[src/rtl/log_pkg.sv]
// ---------------------------------------------------------------------------
// log_pkg
// Shared constants and types for the log-compression path. Used by
// log_normalize, log_frac_calc and the downstream combiner.
//   DATA_WIDTH  : envelope sample width (unsigned)
//   FRAC_WIDTH  : mantissa fraction bits
//   NORM_WIDTH  : mantissa width (1 integer bit + FRAC_WIDTH fraction bits)
//   EXP_WIDTH   : exponent width, also the number of leading-one search steps
//   SCAN_WIDTH  : width of the power-of-two search window
//   ONE         : mantissa value 1.0
//   state_t     : normaliser FSM encoding
// ---------------------------------------------------------------------------
package log_pkg;

   localparam int DATA_WIDTH = 48;
   localparam int FRAC_WIDTH = 16;
   localparam int NORM_WIDTH = FRAC_WIDTH + 1;
   localparam int EXP_WIDTH  = $clog2(DATA_WIDTH);
   localparam int SCAN_WIDTH = 2 ** EXP_WIDTH;

   localparam logic [NORM_WIDTH-1:0] ONE     = {1'b1, {FRAC_WIDTH{1'b0}}};
   localparam logic [EXP_WIDTH-1:0]  MSB_IDX = EXP_WIDTH'(DATA_WIDTH - 1);
   localparam logic [EXP_WIDTH:0]    SH_ONE  = {{EXP_WIDTH{1'b0}}, 1'b1};

   typedef enum logic [1:0] {
      IDLE = 2'd0,
      SCAN = 2'd1,
      DONE = 2'd2
   } state_t;

   // Shift amount of search step k: 2^k.
   function automatic logic [EXP_WIDTH:0] step_shift(input logic [EXP_WIDTH-1:0] k);
      step_shift = SH_ONE << k;
   endfunction

   // Mask selecting the top 2^k bits of the search window.
   function automatic logic [SCAN_WIDTH-1:0] top_mask(input logic [EXP_WIDTH-1:0] k);
      top_mask = ~({SCAN_WIDTH{1'b1}} >> step_shift(k));
   endfunction

endpackage

[src/rtl/log_normalize.sv]
// ---------------------------------------------------------------------------
// log_normalize
// Leading-one normaliser for the log-compression front end. Computes
// floor(log2(data_in)) and the mantissa data_in / 2^exp in 1.FRAC_WIDTH
// format, using a binary search (one halving step per clock). Result
// appears EXP_WIDTH clocks after the accept edge.
// Ports:
//   clk        in   clock, rising edge
//   reset_n    in   asynchronous active-low reset
//   in_valid   in   data_in valid
//   in_ready   out  block is idle and can accept a sample
//   data_in    in   unsigned sample, DATA_WIDTH bits
//   out_valid  out  exp_out / norm_out / zero_out valid
//   out_ready  in   downstream accepts the result
//   exp_out    out  MSB position of the sample
//   norm_out   out  normalised mantissa, truncated
//   zero_out   out  sample was zero
// ---------------------------------------------------------------------------
module log_normalize
   import log_pkg::*;
(
   input  logic                  clk,
   input  logic                  reset_n,
   input  logic                  in_valid,
   output logic                  in_ready,
   input  logic [DATA_WIDTH-1:0] data_in,
   output logic                  out_valid,
   input  logic                  out_ready,
   output logic [EXP_WIDTH-1:0]  exp_out,
   output logic [NORM_WIDTH-1:0] norm_out,
   output logic                  zero_out
);

   state_t                  state_r;
   state_t                  state_nxt_s;
   logic [SCAN_WIDTH-1:0]   w_r;
   logic [SCAN_WIDTH-1:0]   w_nxt_s;
   logic [EXP_WIDTH-1:0]    lz_r;
   logic [EXP_WIDTH-1:0]    lz_nxt_s;
   logic [EXP_WIDTH-1:0]    step_r;
   logic                    zflag_r;
   logic [EXP_WIDTH:0]      shamt_s;
   logic                    hit_s;
   logic                    accept_s;
   logic                    last_step_s;

   assign in_ready    = (state_r == IDLE);
   assign accept_s    = in_valid && (state_r == IDLE);
   assign last_step_s = (state_r == SCAN) && (step_r == {EXP_WIDTH{1'b0}});

   // One binary-search step: if the top 2^k bits are empty, shift them out.
   always_comb begin
      shamt_s  = step_shift(step_r);
      hit_s    = ((w_r & top_mask(step_r)) == {SCAN_WIDTH{1'b0}});
      w_nxt_s  = w_r;
      lz_nxt_s = lz_r;
      if (hit_s) begin
         w_nxt_s  = w_r << shamt_s;
         // 2^k never exceeds 2^(EXP_WIDTH-1), so the top bit of shamt_s is always 0 here.
         lz_nxt_s = lz_r + shamt_s[EXP_WIDTH-1:0];
      end else begin
         w_nxt_s  = w_r;
         lz_nxt_s = lz_r;
      end
   end

   // Next-state logic for IDLE -> SCAN -> DONE -> IDLE.
   always_comb begin
      state_nxt_s = state_r;
      case (state_r)
         IDLE: begin
            if (accept_s) begin
               state_nxt_s = SCAN;
            end else begin
               state_nxt_s = IDLE;
            end
         end
         SCAN: begin
            if (last_step_s) begin
               state_nxt_s = DONE;
            end else begin
               state_nxt_s = SCAN;
            end
         end
         DONE: begin
            if (out_ready) begin
               state_nxt_s = IDLE;
            end else begin
               state_nxt_s = DONE;
            end
         end
         default: state_nxt_s = IDLE;
      endcase
   end

   // State register.
   always_ff @(posedge clk or negedge reset_n) begin
      if (!reset_n) begin
         state_r <= IDLE;
      end else begin
         state_r <= state_nxt_s;
      end
   end

   // Search datapath: load on accept, step while scanning.
   always_ff @(posedge clk or negedge reset_n) begin
      if (!reset_n) begin
         w_r     <= {SCAN_WIDTH{1'b0}};
         lz_r    <= {EXP_WIDTH{1'b0}};
         step_r  <= {EXP_WIDTH{1'b0}};
         zflag_r <= 1'b0;
      end else if (accept_s) begin
         // Zero padding at the LSB end lets the window be a power of two.
         w_r     <= {data_in, {(SCAN_WIDTH-DATA_WIDTH){1'b0}}};
         lz_r    <= {EXP_WIDTH{1'b0}};
         step_r  <= EXP_WIDTH'(EXP_WIDTH - 1);
         zflag_r <= (data_in == {DATA_WIDTH{1'b0}});
      end else if (state_r == SCAN) begin
         w_r    <= w_nxt_s;
         lz_r   <= lz_nxt_s;
         if (!last_step_s) begin
            step_r <= step_r - {{(EXP_WIDTH-1){1'b0}}, 1'b1};
         end
      end
   end

   // Output registers: loaded from the final step, held until the next result.
   always_ff @(posedge clk or negedge reset_n) begin
      if (!reset_n) begin
         out_valid <= 1'b0;
         exp_out   <= {EXP_WIDTH{1'b0}};
         norm_out  <= {NORM_WIDTH{1'b0}};
         zero_out  <= 1'b0;
      end else if (last_step_s) begin
         out_valid <= 1'b1;
         zero_out  <= zflag_r;
         if (zflag_r) begin
            // lz has run to all-ones for a zero sample and carries no meaning.
            exp_out  <= {EXP_WIDTH{1'b0}};
            norm_out <= ONE;
         end else begin
            exp_out  <= MSB_IDX - lz_nxt_s;
            norm_out <= w_nxt_s[SCAN_WIDTH-1 -: NORM_WIDTH];
         end
      end else if ((state_r == DONE) && out_ready) begin
         out_valid <= 1'b0;
      end
   end

endmodule

[config.mk]
export PLATFORM = sky130hd
export DESIGN_NAME = log_normalize
export DESIGN_NICKNAME = d
export VERILOG_FILES = /design/src/rtl/log_pkg.sv /design/src/rtl/log_normalize.sv
export SDC_FILE = /design/constraint.sdc
export NUM_CORES = 1
export LEC_CHECK = 0
export ABC_AREA = 1
export CAP_MARGIN = 20
export CELL_PAD_IN_SITES_DETAIL_PLACEMENT = 1
export CELL_PAD_IN_SITES_GLOBAL_PLACEMENT = 2
export CORE_MARGIN = 4
export CORE_UTILIZATION = 34
export CTS_CLUSTER_SIZE = 16
export DETAILED_ROUTE_END_ITERATION = 7
export GPL_TIMING_DRIVEN = 0
export MAX_ROUTING_LAYER = met4
export PLACE_DENSITY_LB_ADDON = 0.1
export REMOVE_ABC_BUFFERS = 1
export SLEW_MARGIN = 5
export SYNTH_ARGS = -nofsm -noshare
export SYNTH_HDL_FRONTEND = slang
export SYNTH_SLANG_ARGS = --single-unit
[constraint.sdc]
create_clock -name clk -period 4.3 [get_ports clk]
set_input_delay 0.86 -clock clk [delete_from_list [all_inputs] [get_ports clk]]
set_output_delay 0.86 -clock clk [all_outputs]
set_load 0.02 [all_outputs]
==> results of run 1 <==
state kept, by name (all words and copies together), names as in the netlist:
| register | flops |
|---|---|
| exp_out | 6 |
| lz_r | 6 |
| norm_out | 17 |
| out_valid | 1 |
| state_r | 2 |
| step_r | 6 |
| w_r | 64 |
| zero_out | 1 |
| zflag_r | 1 |
report_power, final:
group	internal, mW	switching [mW]
registers	1.44	0.415
logic	2.29	5.60
clock network	0.403	0.474
total	4.13	6.49
final timing paths:
check                             from     endpoint  slack, ns  cells after the start
min in group clk           norm_out[2]  norm_out[2]       0.49                      2
max in group asynchronous      reset_n      w_r[41]       3.18                      2
max                          step_r[0]      w_r[21]       0.36                     13
max reg2reg                  step_r[0]      w_r[21]       0.36                     13
min                            reset_n    step_r[4]       0.39                      1
min reg2reg                norm_out[2]  norm_out[2]       0.49                      2
through the flow:
| stage | cells | power [mW] | cell area [µm²] | util, % | TNS (ns) |
|---|---|---|---|---|---|
| 2_1_floorplan | 1526 | 6.57 | 9020 | - | 0 |
| 3_3_place_gp | 1975 | 9.28 | 10300 | 37.8 | -445.57 |
| 3_5_place_dp | 1991 | 9.56 | 10600 | 39.1 | -23.83 |
| 4_1_cts | 2006 | 10.5 | 10900 | 40.2 | 0 |
| 5_1_grt | 2009 | 11.6 | 10900 | 40.4 | 0 |
| 6_report | 2009 | 10.6 | 10900 | 40.4 | 0 |
repair_timing:
action,4_1_cts,5_1_grt
gates cloned,0,1
resized for setup,6,3
pin swaps,0,1
endpoints found under the hold margin,0,0
setup endpoints to repair,51,37
metal layers:
metal	GRT usage, %	vias up
met2	45.3	343
li1	-	5364
met1	40.2	5499
met4	8.35	0
met5	-	-
met3	3.57	52
final cells by class:
| class | count | area, µm² | share of cell area (%) |
|---|---|---|---|
| Clock buffer | 9 | 225 | 2.06 |
| Timing Repair Buffer | 94 | 1100 | 10.1 |
| Sequential cell | 104 | 2600 | 23.8 |
| Multi-Input combinational cell | 1298 | 6020 | 55.0 |
| Inverter | 125 | 479 | 4.38 |
| Clock inverter | 6 | 53.8 | 0.491 |
| Antenna cell | 1 | 2.50 | 0.0229 |
| Tap cell | 372 | 465 | 4.25 |
worst max-delay path: cells and delay by family, from the launching register on:
kind	cells	cell delay, ns
buffers and inverters	2	0.43
AOI/OAI and AO/OA	1	0.20
and+or+nand+nor	10	2.58
DFF	1	0.62
cell usage in the layout (no fill, tap or decap), types with 4 or more instances in the layout:
cell type / synthesis / layout
inv_2: 11 / 11
nor2_1: 45 / 42
nor2_4: 4 / 7
o21ai_1: 14 / 14
o21ai_0: 44 / 44
clkdlybuf4s50_1: 0 / 76
dfrtp_1: 104 / 103
o22ai_1: 4 / 4
nor2_2: 5 / 5
buf_8: 0 / 4
nor4_1: 12 / 12
clkbuf_16: 0 / 9
a21oi_1: 12 / 12
nand3_1: 450 / 449
a22o_1: 4 / 4
buf_12: 0 / 9
ha_1: 6 / 6
nand4_1: 23 / 23
and2_1: 4 / 4
nand2_1: 629 / 629
o211ai_1: 16 / 16
inv_1: 112 / 110
cells by family after synthesis:
family,after synthesis
xor+xnor,5
buf+inv,218
flops,104
compound gates,99
simple gates,1186
fa+ha+maj,7
==> impl_metrics.env, run 1 <==
export IMPL_outcome="finished clean"
export IMPL_worstSetupPathType="reg -> reg"
export IMPL_track_usage_pct=29.2
export IMPL_yosysMostFrequentCell="nand2_1"
export IMPL_dieArea_um2=30400
export IMPL_synthAdderAreaFrac_pct=1.01
export IMPL_wl_per_cell_um=21.8
export IMPL_grt_max_degree=74
export IMPL_whs_ns=0.390
export IMPL_ys_warn_count=0
export IMPL_drv_slew=0
export IMPL_synth_top_area_share_pct=27.6
export IMPL_core_um2=27100
export IMPL_netlist_area_um2=9420
export IMPL_grt_overflow_total=0
export IMPL_relSlewSlack_pct=35.3
export IMPL_cts_root_buf="clkbuf_16"
export IMPL_cts_tree="built"
export IMPL_routed_wl_um=43700
export IMPL_ys_seq_area_share_pct=27.6
export IMPL_syn_area_per_cell_um2=5.82
export IMPL_power_density_nw_per_um2=970
export IMPL_cts_buffer_depth=2
export IMPL_required_ns=4.60
export IMPL_vias=11300
export IMPL_clk_pin_slew_ns=0.09
export IMPL_setup_viol=0
export IMPL_arrival_ns=4.24
export IMPL_hold_buffers=0
export IMPL_end_kind="flop"
export IMPL_post_place_ws_ns=-0.655
export IMPL_synth_area_top_cells="dfrtp_1 (28%), nand2_1 (25%), nand3_1 (24%)"
export IMPL_vdd_ir_drop_worst_v=0.000386
export IMPL_drive_gt1_share_pct=4.28
export IMPL_boundaryPins=78
export IMPL_insertion_delay_ns=0.37
export IMPL_yosys_area_top_type="dfrtp_1"
export IMPL_grt_antenna_before_repair=1
export IMPL_p_leak_nw=5.39
export IMPL_worst_pin_slew_ns=0.964
export IMPL_drc_errors=0
export IMPL_rows=60
export IMPL_via_per_inst=5.60
export IMPL_synth_common_cells="nand2_1 (629), nand3_1 (450), inv_1 (112)"
export IMPL_htreeDepth=3
export IMPL_postSynthCellCount=1619
export IMPL_path_cells="inv_2, nor2_1, nand3_4, inv_8, o21ai_1, nand2_1, nor2_2, nand3_4, nor2_4, nand2_1, nor2_4, nand3_1, nand2_1"
export IMPL_rsz0062_at_grt="false"
export IMPL_synthArstFlopShare_pct=100
export IMPL_maxCapViolations=0
export IMPL_synthMuxAreaShare_pct=0
export IMPL_drt_iter0_drc=1023
export IMPL_start_util_pct=34.7
export IMPL_synth_edff_count=0
export IMPL_cts_sinks=104
export IMPL_post_cts_buffers=0
export IMPL_finalCriticalPeriod_ns=3.94
export IMPL_synth_top_family_by_area="simple AND/OR/NAND/NOR gates"
export IMPL_place_port_buffers=77
export IMPL_met2_length_um=19900
export IMPL_worst_path_max_delay_cell="dfrtp_2"
export IMPL_ys_flop_type="dfrtp_1"
export IMPL_crit_fanout=73
export IMPL_critPathMaxStageDelay_ns=0.62
export IMPL_ys_ff_latch=104
export IMPL_fin_skew_ns=0.0179
export IMPL_dr_pass1_iters=5
export IMPL_grt_pass1_vias=11300
export IMPL_area_growth_pct=16.3
export IMPL_crit_top_cell="nand2_1"
export IMPL_hpwl_um=33300
export IMPL_wl_met1_um=20000
export IMPL_drtAntennaViolNets=0
export IMPL_synth_compound_area_share_pct=6.06
export IMPL_grt_first_pass_wirelength_um=67600
export IMPL_min_period_over_period_pct=91.5
export IMPL_hp_class="in -> async"
export IMPL_routed_top_layer="met4"
export IMPL_synth_cell_type_count=39
export IMPL_fp_dieH_um=174
export IMPL_yosys_area_share_simple_pct=55.6
export IMPL_wl_met3_um=2530
export IMPL_setup_slack_ns=0.363
export IMPL_synth_xor_area_share_pct=0.465
export IMPL_nFillCells=3705
export IMPL_die_x_um=174
export IMPL_start_kind="flop"
export IMPL_routabilityCongestion=0.942
export IMPL_numCtsBuffers=9
export IMPL_hold_viol_final=0
export IMPL_fmax_mhz=254
export IMPL_nets=1691
No activity file was read; power rests on OpenSTA's default activity.
==> run 2: changes to the inputs <==
--- a/config.mk
+++ b/config.mk
@@ -11,12 +11,12 @@
 export CELL_PAD_IN_SITES_GLOBAL_PLACEMENT = 2
 export CORE_MARGIN = 4
 export CORE_UTILIZATION = 34
+export CTS_BUF_LIST = sky130_fd_sc_hd__clkbuf_4 sky130_fd_sc_hd__clkbuf_8
 export CTS_CLUSTER_SIZE = 16
 export DETAILED_ROUTE_END_ITERATION = 7
 export GPL_TIMING_DRIVEN = 0
 export MAX_ROUTING_LAYER = met4
 export PLACE_DENSITY_LB_ADDON = 0.1
-export REMOVE_ABC_BUFFERS = 1
 export SLEW_MARGIN = 5
 export SYNTH_ARGS = -nofsm -noshare
 export SYNTH_HDL_FRONTEND = slang
==> impl_metrics.env, run 2 (synthesis gave the netlist of run 1 again) <==
export IMPL_post_cts_buffers=0
export IMPL_min_period_over_period_pct=96.4
export IMPL_placed_area_um2=10700
export IMPL_setup_viol=0
export IMPL_cts_sinks=104
export IMPL_via_per_inst=6.00
export IMPL_wl_per_cell_um=28.0
export IMPL_drv_slew=0
export IMPL_fin_skew_ns=0.0273
export IMPL_outcome="finished clean"
export IMPL_grtUsageMet2_pct=57.8
export IMPL_nets=1767
export IMPL_cts_tree="built"
export IMPL_vdd_ir_drop_worst_v=0.000456
export IMPL_htreeDepth=3
export IMPL_finalSetupTns_ns=0
export IMPL_dieArea_um2=30400
export IMPL_crit_fanout=10
export IMPL_grt_first_pass_wirelength_um=84700
export IMPL_grt_max_degree=54
export IMPL_drc_errors=0
export IMPL_arrival_ns=4.51
export IMPL_total_power_mw=11.3
export IMPL_grt_antenna_before_repair=2
export IMPL_drtAntennaViolNets=0
export IMPL_rr_startpoint="step_r[2]"
export IMPL_required_ns=4.67
export IMPL_clk_pin_slew_ns=0.12
export IMPL_rsz0062_at_grt="false"
export IMPL_top_register="w_r"
export IMPL_numCtsBuffers=9
export IMPL_p_leak_nw=5.45
export IMPL_drt_iter0_drc=1439
export IMPL_post_place_ws_ns=0.215
export IMPL_hold_viol_final=0
export IMPL_met3_usage_pct=9.46
export IMPL_grt_busiest_layer="met2"
export IMPL_start_util_pct=34.7
export IMPL_cts_root_buf="clkbuf_8"
export IMPL_startpoint="step_r[2]"
export IMPL_fin_area_um2=10900
export IMPL_mostFrequentLayoutCells="nand2_1 (629), nand3_1 (450), inv_1 (112)"
export IMPL_place_port_buffers=77
export IMPL_start_kind="flop"
export IMPL_fp_dieH_um=174
export IMPL_setup_slack_ns=0.155
export IMPL_worst_pin_slew_ns=1.15
export IMPL_insertion_delay_ns=0.45
export IMPL_vias=12500
export IMPL_end_kind="flop"
export IMPL_synth_nets=1678
export IMPL_cts_buffer_depth=2
export IMPL_largest_register_ffs=64
export IMPL_dr_pass1_iters=6
export IMPL_routabilityCongestion=1.07
export IMPL_relSlewSlack_pct=23.4
export IMPL_hpwl_um=45500
export IMPL_maxCapViolations=0
export IMPL_fmax_mhz=241
export IMPL_rows=60
export IMPL_worstSetupPathType="reg -> reg"
export IMPL_finalCriticalPeriod_ns=4.15
export IMPL_power_density_nw_per_um2=1030
export IMPL_grt_util_met1_pct=50.4
export IMPL_routed_wl_um=58400
export IMPL_reg_top3="w_r: 64 flops, norm_out: 17 flops"
export IMPL_hp_class="in -> async"
export IMPL_drive_gt1_share_pct=4.79
export IMPL_grt_overflow_total=0
export IMPL_die_x_um=174
export IMPL_track_usage_pct=39.0
export IMPL_whs_ns=0.366
export IMPL_layout_commonest_cell="nand2_1"
export IMPL_grt_pass1_vias=12500
export IMPL_boundaryPins=78
export IMPL_core_um2=27100
export IMPL_area_growth_pct=15.8
-- run 2: cell types whose count changed in the layout (fill, tap and decap cells not counted), sizes merged --
cell      delta
clkinv       +2
o21ai        -1
diode        +1
bufinv       +1
buf         +30
clkinvlp     -3
inv          +1
clkbuf      +47
-- run 2: metrics by stage --
step / std cells / util (%)
after detailed placement: 2069 / 39.4
after floorplan: 1619 / -
after global routing: 2087 / 40.2
after global placement: 2068 / 39.3
after CTS: 2085 / 40.2
final: 2087 / 40.2
-- run 2: worst max-delay path, stage by stage (launching register included) --
cell	delay [ns]
dfrtp_1	0.45
nor2_4	0.40
nand3_2	0.29
nor2_2	0.66
clkbuf_1	0.83
nand2_1	0.11
o21ai_1	0.23
nand3_1	0.22
nand3_1	0.39
nand3_1	0.21
nand2_1	0.12
nand2_1	0.05
nand2_1	0.09
-- run 2: power by group --
part | internal, mW | total, mW | switching, mW
Clock | 0.288 | 0.749 | 0.461
Sequential | 1.44 | 1.89 | 0.454
Combinational | 2.30 | 8.61 | 6.31
Total | 4.02 | 11.3 | 7.23
-- run 2: final timing paths --
| kind | endpoint | slack (ns) | cells after the start |
|---|---|---|---|
| setup / recovery | norm_out[5] | 0.15 | 12 |
| hold / removal | w_r[35] | 0.37 | 1 |
| setup reg to reg | norm_out[5] | 0.15 | 12 |
| hold reg to reg | norm_out[9] | 0.49 | 2 |
| max in group asynchronous | w_r[63] | 3.24 | 2 |
| min in group clk | norm_out[9] | 0.49 | 2 |
-- run 2: repair_timing --
| action | 4_1_cts | 5_1_grt |
|---|---|---|
| gates resized for setup | 0 | 6 |
| endpoints found under the hold margin | 0 | 0 |
| hold buffers | 0 | 0 |
| setup endpoints to repair | 0 | 2 |
-- run 2: final cells by class --
class	count	area (µm²)
Fill cell	3730	16200
Multi-Input combinational cell	1297	5950
Sequential cell	104	2600
Timing Repair Buffer	78	800
Inverter	125	469
Tap cell	372	465
Buffer	93	402
Clock buffer	9	124
Clock inverter	7	95.1
Antenna cell	2	5.00
-- run 2: metal layers --
metal	up-vias	part of all wire, %
met3	168	10
li1	5528	-
met1	6178	42
met4	0	5.2
met2	647	43
met5	-	0
